==> config.mk <==
export PLATFORM = sky130hd
export DESIGN_NAME = bcd_serial_subtractor
export DESIGN_NICKNAME = d
export VERILOG_FILES = /design/src/rtl/bcd_pkg.sv /design/src/rtl/bcd_digit_sub.sv /design/src/rtl/bcd_serial_subtractor.sv
export SDC_FILE = /design/constraint.sdc
export NUM_CORES = 1
export LEC_CHECK = 0
export CORE_ASPECT_RATIO = 1.5
export CORE_UTILIZATION = 40
export DETAILED_ROUTE_END_ITERATION = 16
export GPL_ROUTABILITY_DRIVEN = 0
export MAX_ROUTING_LAYER = met4
export PLACE_DENSITY = 0.67
export SYNTH_ARGS = -nofsm -noshare
export SYNTH_HDL_FRONTEND = slang
export SYNTH_SLANG_ARGS = --single-unit
==> constraint.sdc <==
create_clock -name clk -period 3.5 [get_ports clk]
set_input_delay 1.05 -clock clk [delete_from_list [all_inputs] [get_ports clk]]
set_output_delay 1.05 -clock clk [all_outputs]
set_load 0.02 [all_outputs]
==> src/rtl/bcd_pkg.sv <==
// Shared definitions for the packed-BCD serial subtractor.
//   BCD_DIGIT_W    : bits per BCD digit
//   BCD_RADIX      : decimal radix used to correct negative digit differences
//   bcd_digit_t    : one packed BCD digit
//   bcd_sub_state_e: control states of the serial subtractor
package bcd_pkg;

  localparam int unsigned BCD_DIGIT_W = 4;
  localparam int unsigned BCD_RADIX   = 10;

  typedef logic [BCD_DIGIT_W-1:0] bcd_digit_t;

  // NEG is only reachable when BCD_SUB_MAGNITUDE_EN is defined.
  typedef enum logic [1:0] {
    IDLE = 2'd0,
    RUN  = 2'd1,
    NEG  = 2'd2,
    DONE = 2'd3
  } bcd_sub_state_e;

endpackage

==> src/rtl/bcd_digit_sub.sv <==
// Single-digit BCD subtractor (combinational).
//   a_d  : minuend digit
//   b_d  : subtrahend digit
//   bin  : borrow-in
//   d    : result digit (ten's-complement corrected)
//   bout : borrow-out, set when a_d - b_d - bin is negative
module bcd_digit_sub
  import bcd_pkg::*;
(
  input  bcd_digit_t a_d,
  input  bcd_digit_t b_d,
  input  logic       bin,
  output bcd_digit_t d,
  output logic       bout
);

  // One extra bit holds the sign: a_d - b_d - bin spans -16..15.
  logic [BCD_DIGIT_W:0] t;

  always_comb begin
    t    = {1'b0, a_d} - {1'b0, b_d} - {{BCD_DIGIT_W{1'b0}}, bin};
    bout = t[BCD_DIGIT_W];
    d    = bout ? (t[BCD_DIGIT_W-1:0] + bcd_digit_t'(BCD_RADIX)) : t[BCD_DIGIT_W-1:0];
  end

endmodule

==> src/rtl/bcd_serial_subtractor.sv <==
// Digit-serial packed-BCD subtractor: diff = a - b - bin, one digit per clock, LSD first.
// Operands enter on an in_valid/in_ready handshake; the result is held on
// out_valid/out_ready until taken.
//   clk, rst_n          : clock, synchronous active-low reset
//   in_valid, in_ready  : operand handshake (accepted only in IDLE)
//   a, b, bin           : minuend, subtrahend (packed BCD), borrow-in
//   out_valid, out_ready: result handshake
//   diff, bout          : result (packed BCD) and final borrow (1 = negative result)
//   err                 : some operand digit was > 9; diff/bout are then forced to 0
//   neg                 : magnitude sign, only driven when BCD_SUB_MAGNITUDE_EN is defined
// Optional feature macro: BCD_SUB_MAGNITUDE_EN -- negative results are converted to
// their magnitude by a second serial pass (0 - diff) and flagged with neg.
module bcd_serial_subtractor
  import bcd_pkg::*;
#(
  parameter int unsigned NUM_DIGITS = 4
) (
  input  logic                           clk,
  input  logic                           rst_n,
  input  logic                           in_valid,
  output logic                           in_ready,
  input  logic [BCD_DIGIT_W*NUM_DIGITS-1:0] a,
  input  logic [BCD_DIGIT_W*NUM_DIGITS-1:0] b,
  input  logic                           bin,
  output logic                           out_valid,
  input  logic                           out_ready,
  output logic [BCD_DIGIT_W*NUM_DIGITS-1:0] diff,
  output logic                           bout,
  output logic                           err,
  output logic                           neg
);

  localparam int unsigned W    = BCD_DIGIT_W * NUM_DIGITS;
  localparam int unsigned IdxW = (NUM_DIGITS > 1) ? $clog2(NUM_DIGITS) : 1;

  bcd_sub_state_e state_q, state_d;

  logic [W-1:0]    a_q, a_d;
  logic [W-1:0]    b_q, b_d;
  logic [W-1:0]    diff_q, diff_d;
  logic [IdxW-1:0] idx_q, idx_d;
  logic            borrow_q, borrow_d;
  logic            bout_q, bout_d;
  logic            err_q, err_d;
  logic            neg_q, neg_d;

  bcd_digit_t      dig_d;
  logic            dig_bout;
  logic            last_digit;
  logic            in_err;
  logic [W-1:0]    diff_shift;

  // One digit cell serves both passes: NEG loads a_q with zero and b_q with the
  // first-pass result, so the operand LSDs are always the cell inputs.
  bcd_digit_sub u_digit_sub (
    .a_d  (bcd_digit_t'(a_q[BCD_DIGIT_W-1:0])),
    .b_d  (bcd_digit_t'(b_q[BCD_DIGIT_W-1:0])),
    .bin  (borrow_q),
    .d    (dig_d),
    .bout (dig_bout)
  );

  assign last_digit = (idx_q == IdxW'(NUM_DIGITS - 1));
  // New digit enters at the MSD end; after NUM_DIGITS shifts the LSD sits at the bottom.
  assign diff_shift = W'({dig_d, diff_q} >> BCD_DIGIT_W);

  always_comb begin
    in_err = 1'b0;
    for (int i = 0; i < int'(NUM_DIGITS); i++) begin
      in_err = in_err
             | (a[i*BCD_DIGIT_W +: BCD_DIGIT_W] > bcd_digit_t'(BCD_RADIX - 1))
             | (b[i*BCD_DIGIT_W +: BCD_DIGIT_W] > bcd_digit_t'(BCD_RADIX - 1));
    end
  end

  // State register and datapath flops.
  always_ff @(posedge clk) begin
    if (!rst_n) begin
      state_q  <= IDLE;
      a_q      <= '0;
      b_q      <= '0;
      diff_q   <= '0;
      idx_q    <= '0;
      borrow_q <= 1'b0;
      bout_q   <= 1'b0;
      err_q    <= 1'b0;
      neg_q    <= 1'b0;
    end else begin
      state_q  <= state_d;
      a_q      <= a_d;
      b_q      <= b_d;
      diff_q   <= diff_d;
      idx_q    <= idx_d;
      borrow_q <= borrow_d;
      bout_q   <= bout_d;
      err_q    <= err_d;
      neg_q    <= neg_d;
    end
  end

  // Next-state logic.
  always_comb begin
    state_d = state_q;
    unique case (state_q)
      IDLE: if (in_valid) state_d = RUN;
      RUN: begin
        if (last_digit) begin
          state_d = DONE;
`ifdef BCD_SUB_MAGNITUDE_EN
          if (dig_bout && !err_q) state_d = NEG;
`endif
        end
      end
`ifdef BCD_SUB_MAGNITUDE_EN
      NEG:  if (last_digit) state_d = DONE;
`endif
      DONE: if (out_ready) state_d = IDLE;
      default: state_d = IDLE;
    endcase
  end

  // Datapath next-state.
  always_comb begin
    a_d      = a_q;
    b_d      = b_q;
    diff_d   = diff_q;
    idx_d    = idx_q;
    borrow_d = borrow_q;
    bout_d   = bout_q;
    err_d    = err_q;
    neg_d    = neg_q;
    unique case (state_q)
      IDLE: begin
        if (in_valid) begin
          a_d      = a;
          b_d      = b;
          borrow_d = bin;
          idx_d    = '0;
          diff_d   = '0;
          bout_d   = 1'b0;
          err_d    = in_err;
          neg_d    = 1'b0;
        end
      end
      RUN: begin
        a_d      = a_q >> BCD_DIGIT_W;
        b_d      = b_q >> BCD_DIGIT_W;
        borrow_d = dig_bout;
        idx_d    = idx_q + IdxW'(1);
        diff_d   = diff_shift;
        if (last_digit) begin
          idx_d = '0;
          if (err_q) begin
            diff_d = '0;
            bout_d = 1'b0;
          end else begin
            bout_d = dig_bout;
`ifdef BCD_SUB_MAGNITUDE_EN
            if (dig_bout) begin
              // Second pass computes 0 - diff with no borrow-in.
              a_d      = '0;
              b_d      = diff_shift;
              borrow_d = 1'b0;
            end
`endif
          end
        end
      end
`ifdef BCD_SUB_MAGNITUDE_EN
      NEG: begin
        a_d      = a_q >> BCD_DIGIT_W;
        b_d      = b_q >> BCD_DIGIT_W;
        borrow_d = dig_bout;
        idx_d    = idx_q + IdxW'(1);
        diff_d   = diff_shift;
        if (last_digit) begin
          idx_d = '0;
          neg_d = 1'b1;
        end
      end
`endif
      default: ;
    endcase
  end

  // Outputs.
  always_comb begin
    in_ready  = (state_q == IDLE);
    out_valid = (state_q == DONE);
    diff      = diff_q;
    bout      = bout_q;
    err       = err_q;
`ifdef BCD_SUB_MAGNITUDE_EN
    neg       = neg_q;
`else
    neg       = 1'b0;
`endif
  end

endmodule

==> impl_metrics.py, run 1 <==
metrics = {
    "status": {
        "status": "finished clean",
    },
    "logic_synthesis": {
        "ys_ff_latch": 55,
        "synthXorXnorAreaFrac": 0.01980,
        "synthMuxAreaShare": 0.09430,
        "synth_edf_count": 0,
        "syn_inst": 276,
        "yosysUniqueCellTypes": 39,
        "synth_common_cells": "dfxtp_1, nand2_1, mux2i_1",
        "synth_flop_cell": "dfxtp_1",
        "yosysMostFrequentCell": "dfxtp_1",
        "synth-compound-area-share": 0.1895,
        "yosysWarnings": 0,
        "yosys.area_share.simple": 0.1622,
        "synth_area_per_cell_um2": 9.615,
        "synth_area_leaders": "dfxtp_1, mux2i_1, o211a_1",
        "synth-async-reset-ratio": 0,
        "synth.cell_area_um2": 2654,
        "yosysSeqAreaShare": 0.4149,
        "synth-adder-area-share": 0.05281,
        "yosys.area.top_type": "dfxtp_1",
        "synth_top_family_by_area": "compound AO/OA/AOI/OAI gates",
        "synth_top_area_frac": 0.4149,
        "synth_nets": 323,
    },
    "routing": {
        "ant_nets": 0,
        "first_iter_violations": 106,
        "via_count": 2058,
        "viasPerCell": 5.171,
        "first_pass_iters": 4,
        "wl_mm": 5.649,
        "drc": 0,
        "wl_per_cell_um": 14.19,
    },
    "sta": {
        "worst_pin_slew_ns": 0.9339,
        "min_period_over_period": 0.7587,
        "finalSetupViolCount": 0,
        "period_minus_slack_ns": 2.656,
        "final.setup_skew_ns": 0.006385,
        "relSlewSlack": 0.3751,
        "holdWs_ns": 0.4831,
        "grt_setup_unrepaired": "false",
        "drv_slew": 0,
        "hold_violations": 0,
        "totalNegativeSetupSlack_ns": 0,
        "fin_ws_ns": 0.8445,
        "max_freq_mhz": 376.6,
    },
    "critical_path": {
        "crit_type": "flip-flop to primary output",
        "cp.required_ns": 2.45,
        "cp_cell_sequence": "and2_1 > clkdlybuf4s50_1",
        "reg2reg_slack_ns": 1.13,
        "slowest_stage": "clkdlybuf4s50_1",
        "crit_fanout": 8,
        "r2r_end": "diff[15]$_SDFFE_PN0P_",
        "cp.buffers_inverters": 1,
        "worstRegToRegCells": 8,
        "setup.worst_path.end_class": "primary output",
        "critPathLaunchType": "flip-flop",
        "cp_top_family": "buffers and inverters",
        "slowest_delay_ns": 0.59,
        "worstPathArrival_ns": 1.61,
        "r2r_start": "b_q[0]$_SDFFE_PN0P_",
    },
    "finish": {
        "fin_nets": 368,
        "num_antenna_cells": 0,
        "seqCellArea_um2": 1101,
        "final_area_um2": 3314,
        "finalNonFillerCells": 398,
        "area_delta_synth_final_pct": 24.89,
        "multi_input_area_um2": 1380,
        "layout-drive-gt1-share": 0.04658,
        "utilization": 0.5146,
        "n_fill_cell": 635,
    },
    "power_and_ir_drop": {
        "ir_drop_mv": 0.2732,
        "power_density_nw_per_um2": 439.1,
        "p_total_mw": 1.455,
        "p_leak_nw": 1.530,
    },
    "clock_tree": {
        "cts_setup_buffers": 0,
        "post_cts_resized": 0,
        "clock-sinks": 55,
        "root_buffer": "clkbuf_8",
        "cts_hold_buf": 0,
        "clk_path_buf_depth": 2,
        "cts_buffers": 5,
        "htreeDepth": 2,
        "tritoncts": "built",
        "clk_pin_slew_worst_paths_ns": 0.10,
        "clk_latency_ns": 0.31,
    },
    "floorplan": {
        "die-area_um2": 6971,
        "initial_core_util": 0.4120,
        "die_w_um": 68.51,
        "ios": 58,
        "core_um2": 6441,
        "die_y_um": 101.8,
        "rows": 36,
    },
    "place": {
        "portBuffers": 56,
        "postPlaceCellArea_um2": 3197,
        "dp_slack_ns": 0.7580,
        "hpwl_mm": 3.932,
        "placed_cells": 390,
    },
    "grt": {
        "grt_usage": 0.1794,
        "overflow": 0,
        "grt_max_degree": 57,
        "antenna_found_initial": 0,
        "grt_pass1_vias": 1968,
        "grt_pass1_wl_mm": 9.108,
    },
    "hold_path": {
        "hp-class": "flip-flop to flip-flop",
        "min_to": "diff[14]$_SDFFE_PN0P_",
        "min-delay-start": "diff[14]$_SDFFE_PN0P_",
        "holdPathStages": 2,
    },
    "flow_run": {
        "maxCapViolCount": 0,
    },
}
## power breakdown
group | internal [mW] | total (mW) | switching, mW
sequential | 0.669 | 0.697 | 0.0275
combinational | 0.159 | 0.321 | 0.162
clock | 0.232 | 0.438 | 0.206
## placed cells by master, fill, tap and decap left out
cell             instances
clkinv_2                 1
bufinv_16                1
clkdlybuf4s50_1         56
nor2b_1                 23
nor2_2                   1
buf_4                    3
xnor2_1                  1
nor2_1                   6
and3_1                   5
o21ai_1                  3
o41ai_1                  1
a22oi_1                 22
or2_1                    2
o2111ai_1                1
a21oi_1                  2
nand3b_1                 1
xor2_1                   5
and2_1                   2
nand3_1                  3
dfxtp_1                 55
nand4_1                  2
conb_1                   1
nor3_1                   1
o221ai_1                 2
mux2i_1                 25
nand2_1                 34
fa_1                     2
o211a_1                 20
nand2b_4                 1
nand2b_1                 2
o21ai_0                  9
or4_1                    1
a21boi_1                 2
a21oi_2                  2
inv_1                   10
ha_1                     8
clkbuf_8                 6
## worst register-to-register path, stage by stage (launching register included)
cell	delay, ns
dfxtp_1	0.32
inv_1	0.06
fa_1	0.44
fa_1	0.41
nand2b_1	0.17
a21oi_2	0.14
xnor2_1	0.18
or4_1	0.54
nand3_1	0.08
## sequential cells by signal (all words and copies together) (netlist names)
name and count:
a_q 16, b_q 16, borrow_q 1, bout 1
diff 16, err 1, idx_q 2, state_q 2
## cell type report
cell class                      instances  area share
Multi-Input combinational cell        190      0.4164
Clock inverter                          2     0.01057
Tap cell                               76     0.02869
Sequential cell                        55      0.3322
Inverter                               10     0.01133
Clock buffer                            6     0.02492
Timing Repair Buffer                   59      0.1759
## worst max-delay path by stage
stage	startpoint	endpoint	slack, ns	cells after the start
6_report	state_q[0]$_SDFFE_PN0P_	out_valid	0.84	2
5_1_grt	state_q[0]$_SDFFE_PN0P_	out_valid	0.76	2
4_1_cts	state_q[0]$_SDFFE_PN0P_	out_valid	0.84	2
3_5_place_dp	in_valid	err$_SDFFE_PN0P_	0.76	5
3_3_place_gp	in_valid	err$_SDFFE_PN0P_	0.79	5
2_1_floorplan	b_q[0]$_SDFFE_PN0P_	diff[15]$_SDFFE_PN0P_	1.27	8
## kinds of logic after synthesis
logic type | Yosys count
compound gates | 64
simple gates | 84
mux | 25
buf+inv | 31
flops | 55
xor+xnor | 6
other cells | 1
fa+ha+maj | 10
## metal layers
layer | global-route usage | share of wire
met1 | 0.1974 | 0.45
met2 | 0.3122 | 0.50
met3 | 0.02928 | 0.030
met4 | 0.06891 | 0.020
met5 | - | 0
(Power assumes the default switching activity.)
==> inputs of run 2 (changes only) <==
--- a/config.mk
+++ b/config.mk
@@ -10,7 +10,7 @@
 export DETAILED_ROUTE_END_ITERATION = 16
 export GPL_ROUTABILITY_DRIVEN = 0
 export MAX_ROUTING_LAYER = met4
-export PLACE_DENSITY = 0.67
+export PLACE_DENSITY = 0.69
 export SYNTH_ARGS = -nofsm -noshare
 export SYNTH_HDL_FRONTEND = slang
 export SYNTH_SLANG_ARGS = --single-unit
==> constraint.sdc (replaced) <==
create_clock -name clk -period 2.16 [get_ports clk]
set_input_delay 0.648 -clock clk [delete_from_list [all_inputs] [get_ports clk]]
set_output_delay 0.648 -clock clk [all_outputs]
set_load 0.02 [all_outputs]
==> run 2 against run 1 <==
  * Register-to-register slack got worse by 1.1 ns
  * Global-route usage rose by 0.064 points
  * Clock power rose by 23%
  * Via count rose by 3.0%
  * Sequential power rose by 61%
  * Wire length rose by 1.5%
  * Die area did not move
  * Cell count rose by 1.8%
  * Worst setup slack got worse by 0.83 ns
  * Total power rose by 57%
  * Non-clock buffer count rose by 7
  * Utilization rose by 1.6 points
==> impl_metrics.py, run 2 (same netlist as run 1, synthesis figures left out) <==
metrics = {
    "finish": {
        "layout-drive-gt1-share": 0.1003,
        "final_common_cell": "clkdlybuf4s50_1",
        "num_antenna_cells": 0,
        "final_area_um2": 3418,
        "fin_nets": 375,
        "layout_common_cells": "clkdlybuf4s50_1, dfxtp_1, nand2_1",
        "area_delta_synth_final_pct": 28.81,
    },
    "routing": {
        "via_count": 2120,
        "first_pass_iters": 4,
        "wl_met2_mm": 2.943,
        "ant_nets": 0,
        "wl_met3_um": 189,
        "drc": 0,
        "wl_met1_mm": 2.553,
        "top_layer": "met4",
        "wl_per_cell_um": 14.16,
        "first_iter_violations": 71,
        "wl_mm": 5.733,
        "viasPerCell": 5.235,
    },
    "sta": {
        "totalNegativeSetupSlack_ns": 0,
        "min_period_over_period": 0.9931,
        "max_freq_mhz": 466.2,
        "drv_slew": 0,
        "final.setup_skew_ns": 0.006119,
        "grt_setup_unrepaired": "true",
        "period_minus_slack_ns": 2.145,
        "relSlewSlack": 0.6650,
        "finalSetupViolCount": 0,
        "worst_pin_slew_ns": 0.5022,
        "hold_violations": 0,
        "fin_ws_ns": 0.01481,
    },
    "flow_run": {
        "maxCapViolCount": 0,
    },
    "status": {
        "status": "finished clean",
    },
    "clock_tree": {
        "cts_buffers": 5,
        "tritoncts": "built",
        "clk_pin_slew_worst_paths_ns": 0.09,
        "cts_hold_buf": 0,
        "root_buffer": "clkbuf_8",
        "clk_latency_ns": 0.30,
        "clock-sinks": 55,
        "htreeDepth": 2,
        "clk_path_buf_depth": 2,
        "cts_setup_buffers": 0,
    },
    "grt": {
        "grt_max_degree": 45,
        "grt_pass1_wl_mm": 9.204,
        "grt_usage": 0.1800,
        "antenna_found_initial": 0,
        "overflow": 0,
        "grt_pass1_vias": 2006,
    },
    "power_and_ir_drop": {
        "ir_drop_mv": 0.3479,
        "power_density_nw_per_um2": 668.7,
        "p_total_mw": 2.286,
        "p_leak_nw": 1.575,
    },
    "place": {
        "portBuffers": 56,
        "hpwl_mm": 4.075,
        "postPlaceCellArea_um2": 3287,
        "dp_slack_ns": -0.006207,
    },
    "critical_path": {
        "crit_type": "flip-flop to flip-flop",
        "worstPathArrival_ns": 2.39,
        "crit_fanout": 2,
        "worstRegToRegCells": 6,
        "cp.required_ns": 2.40,
        "critPathLaunchType": "flip-flop",
        "setup.worst_path.end_class": "flip-flop",
    },
    "floorplan": {
        "rows": 36,
        "ios": 58,
        "core_um2": 6441,
        "die_y_um": 101.8,
        "initial_core_util": 0.4120,
        "die_w_um": 68.51,
        "die-area_um2": 6971,
    },
    "hold_path": {
        "hp-class": "flip-flop to flip-flop",
        "holdPathStages": 2,
    },
}
==> run 2: routing by layer <==
| layer | vias to the layer above | GRT usage |
|---|---|---|
| li1 | 1063 | - |
| met1 | 1008 | 0.2139 |
| met2 | 44 | 0.3054 |
| met3 | 5 | 0.02928 |
| met4 | 0 | 0.04968 |
| met5 | - | - |
==> run 2: timing repair <==
action / 4_1_cts / 5_1_grt
setup endpoints to repair: 2 / 5
pin swaps: 1 / 10
gates resized for setup: 2 / 9
==> run 2: area by class of cell <==
cell class                 count  area [µm²]
fill                         641        3023
multi-input combinational    190        1439
sequential                    55        1105
timing repair buffer          66       660.6
tap                           76       95.09
clock buffer                   7       76.32
inverter                      10       37.54
clock inverter                 1       5.005
==> run 2: final timing paths <==
check	startpoint	endpoint	slack (ns)
min reg2reg	diff[14]$_SDFFE_PN0P_	diff[14]$_SDFFE_PN0P_	0.48
min	diff[14]$_SDFFE_PN0P_	diff[14]$_SDFFE_PN0P_	0.48
max	a_q[0]$_SDFFE_PN0P_	diff[15]$_SDFFE_PN0P_	0.01
max reg2reg	a_q[0]$_SDFFE_PN0P_	diff[15]$_SDFFE_PN0P_	0.01
==> run 2: critical path, cell delays in order, from the launching register on <==
cell and delay [ns]:
dfxtp_2 0.34, fa_2 0.40, fa_2 0.39, xor2_2 0.17, ha_2 0.18, or4_1 0.51
nand3_1 0.09
==> run 2: per-stage QoR <==
stage / hold WS (ns) / util / std cells
floorplan: 0.4715 / - / 276
CTS: 0.4766 / 0.5233 / 405
detailed placement: 0.4653 / 0.5103 / 397
global route: 0.5088 / 0.5307 / 405
finish: 0.4755 / 0.5307 / 405
global placement: 0.4613 / 0.5103 / 397
==> run 2: where the power goes <==
group,total [mW],switching [mW],internal (mW)
clock,0.540,0.311,0.229
combinational,0.621,0.308,0.313
sequential,1.12,0.0397,1.09
